`config.mk`:
```
export PLATFORM = sky130hd
export DESIGN_NAME = br_cmp
export DESIGN_NICKNAME = d
export VERILOG_FILES = /design/src/rtl/br_cmp.sv
export SDC_FILE = /design/constraint.sdc
export NUM_CORES = 1
export LEC_CHECK = 0
export BUFFER_PORTS_ARGS = -buffer_cell sky130_fd_sc_hd__buf_2
export CORE_ASPECT_RATIO = 1.25
export CORE_UTILIZATION = 41
export DETAILED_ROUTE_END_ITERATION = 8
export GPL_ROUTABILITY_DRIVEN = 1
export PLACE_DENSITY_LB_ADDON = 0.3
export REMOVE_ABC_BUFFERS = 1
export SYNTH_ARGS = -nofsm -noshare
export SYNTH_HDL_FRONTEND = slang
export SYNTH_SLANG_ARGS = --single-unit
```
`constraint.sdc`:
```
create_clock -name vclk -period 3.14
set_clock_uncertainty 0.1 [all_clocks]
set_input_delay 0.471 -clock vclk [all_inputs]
set_output_delay 0.471 -clock vclk [all_outputs]
set_load 0.02 [all_outputs]
```
`src/rtl/br_cmp.sv`:
```
// br_cmp: RV32I branch comparator (signed/unsigned less-than, equal) with funct3 branch decode.
// Define BRCMP_PIPE_EN to register brlt/breq/br_taken into the *_q outputs; otherwise they are wires.
module br_cmp (
  input  logic        clk,
  input  logic        rst,
  input  logic [31:0] a,
  input  logic [31:0] b,
  input  logic        brun,
  input  logic [2:0]  funct3,
  input  logic        br_en,
  output logic        brlt,
  output logic        breq,
  output logic        br_taken,
  output logic        br_illegal,
  output logic        brlt_q,
  output logic        breq_q,
  output logic        br_taken_q
);

  logic        xa;
  logic        xb;
  logic [32:0] diff;

  // One 33-bit subtract covers both modes: zero-extend for unsigned, sign-extend for signed.
  assign xa   = brun ? 1'b0 : a[31];
  assign xb   = brun ? 1'b0 : b[31];
  assign diff = {xa, a} - {xb, b};
  assign brlt = diff[32];
  assign breq = (a == b);

  assign br_illegal = br_en & (funct3[2:1] == 2'b01);

  always_comb begin
    br_taken = 1'b0;
    if (br_en) begin
      case (funct3)
        3'b000:         br_taken = breq;
        3'b001:         br_taken = !breq;
        3'b100, 3'b110: br_taken = brlt;
        3'b101, 3'b111: br_taken = !brlt;
        default:        br_taken = 1'b0;
      endcase
    end
  end

`ifdef BRCMP_PIPE_EN
  always_ff @(posedge clk or posedge rst) begin
    if (rst) begin
      brlt_q     <= 1'b0;
      breq_q     <= 1'b0;
      br_taken_q <= 1'b0;
    end else begin
      brlt_q     <= brlt;
      breq_q     <= breq;
      br_taken_q <= br_taken;
    end
  end
`else
  // Clock and reset have no load in the unpipelined build.
  logic unused_clk_rst;
  assign unused_clk_rst = clk ^ rst;

  assign brlt_q     = brlt;
  assign breq_q     = breq;
  assign br_taken_q = br_taken;
`endif

endmodule

```
==> flow_metrics.env, run 1 <==
export IMPL_outcome="finished clean"
export IMPL_die_area_um2=2500
export IMPL_cp_required_ns=2.57
export IMPL_layout_min_cycle_time_ns=2.95
export IMPL_wl_per_cell_um=9.40
export IMPL_mostFrequentLayoutCells="buf_2 (76), inv_1 (34), ha_1 (32)"
export IMPL_maxSlewViolCount=0
export IMPL_final_common_cell="buf_2"
export IMPL_final_util_pct=61.6
export IMPL_grt_pass1_vias=1102
export IMPL_setup_tns_ns=0
export IMPL_setup_viol=0
export IMPL_yosys_warnings=0
export IMPL_hold_viol_final=0
export IMPL_critPathKind="input pin to output pin"
export IMPL_p_leak_nw=0.894
export IMPL_top_level_ports=78
export IMPL_avgSynthCellArea_um2=7.32
export IMPL_worstSetupEndpointType="output pin"
export IMPL_arrival_ns=2.38
export IMPL_seqCellArea_um2=0
export IMPL_initial_utilization_pct=43.2
export IMPL_placed_cells=233
export IMPL_via_per_inst=4.76
export IMPL_nFillCells=228
export IMPL_grt_pass1_wl_mm=3.62
export IMPL_die_x_um=44.9
export IMPL_grt_start_max_net_pins=4
export IMPL_overflow=0
export IMPL_clock_fmax_ghz=0.339
export IMPL_power_density_nw_per_um2=127
export IMPL_drc=0
export IMPL_worst_slew_pin_slew_ns=0.278
export IMPL_vias=1109
export IMPL_post_cts_setup_buffer_count=0
export IMPL_io_buffers=76
export IMPL_clkbuf_count=0
export IMPL_crit_top_cell="buf_2"
export IMPL_wirelength_mm=2.19
export IMPL_worstPathMaxFanout=3
export IMPL_max_slew_margin_pct=81.3
export IMPL_final_nets=307
export IMPL_antenna_found_initial=0
export IMPL_critPathSlowestCell="a221o_1"
export IMPL_syn_inst=129
export IMPL_final_cells=233
export IMPL_num_rows=19
export IMPL_min_path_type="input pin to output pin"
export IMPL_slowest_delay_ns=0.37
export IMPL_n_antenna_cell=0
export IMPL_core_area_um2=2190
export IMPL_area_growth_pct=42.6
export IMPL_cts_hold_buf=0
export IMPL_critical_path_cell_chain="buf_2 -> ha_1 -> a21oi_1 -> o21ai_0 -> a221o_1 -> a221oi_2 -> o21ai_1 -> xnor2_1 -> a31o_1 -> buf_2"
export IMPL_ant_nets=0
export IMPL_start_kind="input pin"
export IMPL_seq_area_frac_synth_pct=0
export IMPL_synth_distinct_cells=22
export IMPL_hpwl_mm=2.10
export IMPL_fin_crit_sh_pct=94.1
export IMPL_multi_input_area_um2=801
export IMPL_drv_cap=0
export IMPL_die_h_um=55.7
export IMPL_seq_cell_count=0
export IMPL_vdd_drop_max_uv=89.3
export IMPL_rsz0062_at_grt="false"
export IMPL_grt_usage_pct=17.7
export IMPL_gp_congestion=0.793
export IMPL_dr_pass1_iters=6
export IMPL_synth_area_um2=945
export IMPL_drive_gt1_share_pct=41.6
export IMPL_initialDrtViolationCount=9
==> Yosys cell counts (all sizes together), types with 3 or more instances <==
master,instances,area (um^2)
o21ai,6,30.0
nand4,4,31.3
xnor2,4,35.0
ha,32,400
nand2,13,51.3
nand3,3,15.0
buf,3,22.5
inv,34,128
a21oi,15,75.1
==> path summary, 6_finish.rpt <==
check | startpoint | end | slack (ns) | cells after the start
min | funct3[1] | br_illegal | 1.24 | 3
max | a[7] | br_taken | 0.19 | 10
==> logic make-up (layout without fill, tap and decap cells) <==
| group | after synthesis | count (layout) | share of synthesized area [%] |
|---|---|---|---|
| AOI/OAI and AO/OA | 26 | 26 | 15.9 |
| and+or+nand+nor | 29 | 29 | 21.2 |
| xor gates and xnor gates | 5 | 5 | 4.64 |
| adders and majority gates | 32 | 32 | 42.4 |
| buffers and inverters | 37 | 110 | 15.9 |
==> per-stage QoR <==
step                worst slack (ns)  hold WS [ns]  instance area [um^2]  total power, mW
finish                         0.186          1.24                  1350            0.171
global route                  0.0252          1.26                  1350            0.197
CTS                           0.0665          1.24                  1340            0.172
detailed placement            0.0730          1.24                  1340            0.171
global placement              0.0935          1.23                  1340            0.163
floorplan                    -0.0596          1.05                   922           0.0997
==> worst max-delay path: cells and delay by family <==
family	cells	cell delay (ns)
fa+ha+maj	1	0.32
xor+xnor	1	0.15
buf+inv	2	0.26
compound gates	6	1.19
==> final cells by class <==
cell class | count | share of cell area (%)
multi-input combinational | 92 | 59.4
tap | 31 | 2.88
timing repair buffer | 76 | 28.2
inverter | 34 | 9.47
==> power breakdown <==
part,internal [mW],switching [mW],leakage (nW)
registers,0,0,0
logic,0.0856,0.0857,0.894
clock network,0,0,0
==> metal layers <==
metal  share of wire, %  global-route usage (%)
met2                 59                    39.1
met4               0.91                    3.46
met1                 34                    15.0
met5                  0                       0
met3                5.6                    1.30
==> repair_timing <==
| item | CTS | global route |
|---|---|---|
| endpoints found under the hold margin | 0 | 0 |
| endpoints found under the setup margin | 0 | 4 |
| gates resized for setup | 0 | 2 |
(Power assumes the default switching activity.)
==> run 2: changes to the inputs <==
--- a/config.mk
+++ b/config.mk
@@ -6,7 +6,7 @@
 export NUM_CORES = 1
 export LEC_CHECK = 0
 export BUFFER_PORTS_ARGS = -buffer_cell sky130_fd_sc_hd__buf_2
-export CORE_ASPECT_RATIO = 1.25
+export CORE_ASPECT_RATIO = 0.9
 export CORE_UTILIZATION = 41
 export DETAILED_ROUTE_END_ITERATION = 8
 export GPL_ROUTABILITY_DRIVEN = 1
==> flow_metrics.env, run 2 (synthesized netlist as in run 1, its figures left out) <==
export IMPL_outcome="finished clean"
export IMPL_grt_pass1_wl_mm=3.22
export IMPL_ant_nets=0
export IMPL_cts_hold_buf=0
export IMPL_hold_viol_final=0
export IMPL_arrival_ns=2.41
export IMPL_final_common_cell="buf_2"
export IMPL_p_leak_nw=0.895
export IMPL_seq_cell_count=0
export IMPL_stdcell_area_um2=1340
export IMPL_io_buffers=76
export IMPL_mostFrequentLayoutCells="buf_2 (76), inv_1 (34), ha_1 (32)"
export IMPL_n_antenna_cell=0
export IMPL_dp_slack_ns=0.0691
export IMPL_seqCellArea_um2=0
export IMPL_start_kind="input pin"
export IMPL_core_area_um2=2180
export IMPL_critical_path_cell_chain="buf_2 -> ha_1 -> a21oi_1 -> o21ai_0 -> a221o_1 -> a221oi_1 -> o21ai_1 -> xnor2_1 -> a31o_1 -> buf_2"
export IMPL_fin_crit_sh_pct=94.9
export IMPL_worst_slew_pin_slew_ns=0.263
export IMPL_top_level_ports=78
export IMPL_final_cells=230
export IMPL_power_density_nw_per_um2=129
export IMPL_initialDrtViolationCount=4
export IMPL_overflow=0
export IMPL_wirelength_mm=2.17
export IMPL_worstSetupEndpointType="output pin"
export IMPL_grt_usage_pct=16.5
export IMPL_drv_cap=0
export IMPL_fin_ws_ns=0.161
export IMPL_worstPathMaxFanout=3
export IMPL_placed_cells=230
export IMPL_maxSlewViolCount=0
export IMPL_final_nets=308
export IMPL_post_cts_resized=0
export IMPL_crit_top_cell="buf_2"
export IMPL_via_per_inst=4.84
export IMPL_clock_fmax_ghz=0.336
export IMPL_min_from="funct3[1]"
export IMPL_min_path_type="input pin to output pin"
export IMPL_vdd_drop_max_uv=69.4
export IMPL_layout_min_cycle_time_ns=2.98
export IMPL_max_slew_margin_pct=82.3
export IMPL_dr_pass1_iters=4
export IMPL_cp_top_family="compound AO/OA/AOI/OAI gates"
export IMPL_drive_gt1_share_pct=41.4
export IMPL_critPathSlowestCell="a221o_1"
export IMPL_clkbuf_count=0
export IMPL_hpwl_mm=2.13
export IMPL_vias=1113
export IMPL_wl_per_cell_um=9.43
export IMPL_die_x_um=52.6
export IMPL_die_h_um=47.5
export IMPL_antenna_found_initial=0
export IMPL_critPathBufInv=2
export IMPL_rsz0062_at_grt="false"
export IMPL_total_power_mw=0.173
export IMPL_place_area_um2=1340
export IMPL_crit_start="a[7]"
export IMPL_cp_required_ns=2.57
export IMPL_slowest_delay_ns=0.36
export IMPL_num_rows=16
export IMPL_grt_pass1_vias=935
export IMPL_setup_viol=0
export IMPL_post_cts_setup_buffer_count=0
export IMPL_die_area_um2=2500
export IMPL_drc=0
export IMPL_grt_start_max_net_pins=4
export IMPL_initial_utilization_pct=43.3
export IMPL_critPathKind="input pin to output pin"
export IMPL_area_growth_pct=42.3
export IMPL_gp_congestion=0.758
export IMPL_setup_tns_ns=0
## run 2: cell count changes in the layout (fill, tap and decap cells not counted)
cell / before / now
a221oi_1: 0 / 1
a221oi_2: 1 / 0
buf_4: 0 / 1
## run 2: path summary, 6_finish.rpt
path              slack [ns]         end  cells after the start
setup / recovery        0.16    br_taken                     10
hold / removal          1.25  br_illegal                      3
## run 2: metal layers
metal / routed length (um) / track usage (%)
met5: 0 / 0
met4: 0 / 1.58
met3: 131 / 1.27
met2: 1220 / 38.7
met1: 819 / 15.7
## run 2: final cells by class
cell class	instances	area, um^2
timing repair buffer	77	388
tap	27	33.8
multi-input combinational	92	795
inverter	34	128
fill	212	838
## run 2: metrics by stage
stage	hold WS, ns	util (%)
5_1_grt	1.28	61.6
6_report	1.25	61.6
4_1_cts	1.25	61.6
2_1_floorplan	1.05	-
3_3_place_gp	1.23	61.6
3_5_place_dp	1.25	61.6
## run 2: power breakdown
group | internal [mW] | switching [mW] | total (mW)
logic | 0.0870 | 0.0858 | 0.173
registers | 0 | 0 | 0
clock network | 0 | 0 | 0
total | 0.0870 | 0.0858 | 0.173
## run 2: worst min-delay path, delay by kind of cell
kind          cells  cell delay [ns]
simple gates      1             0.15
buf+inv           2             0.26
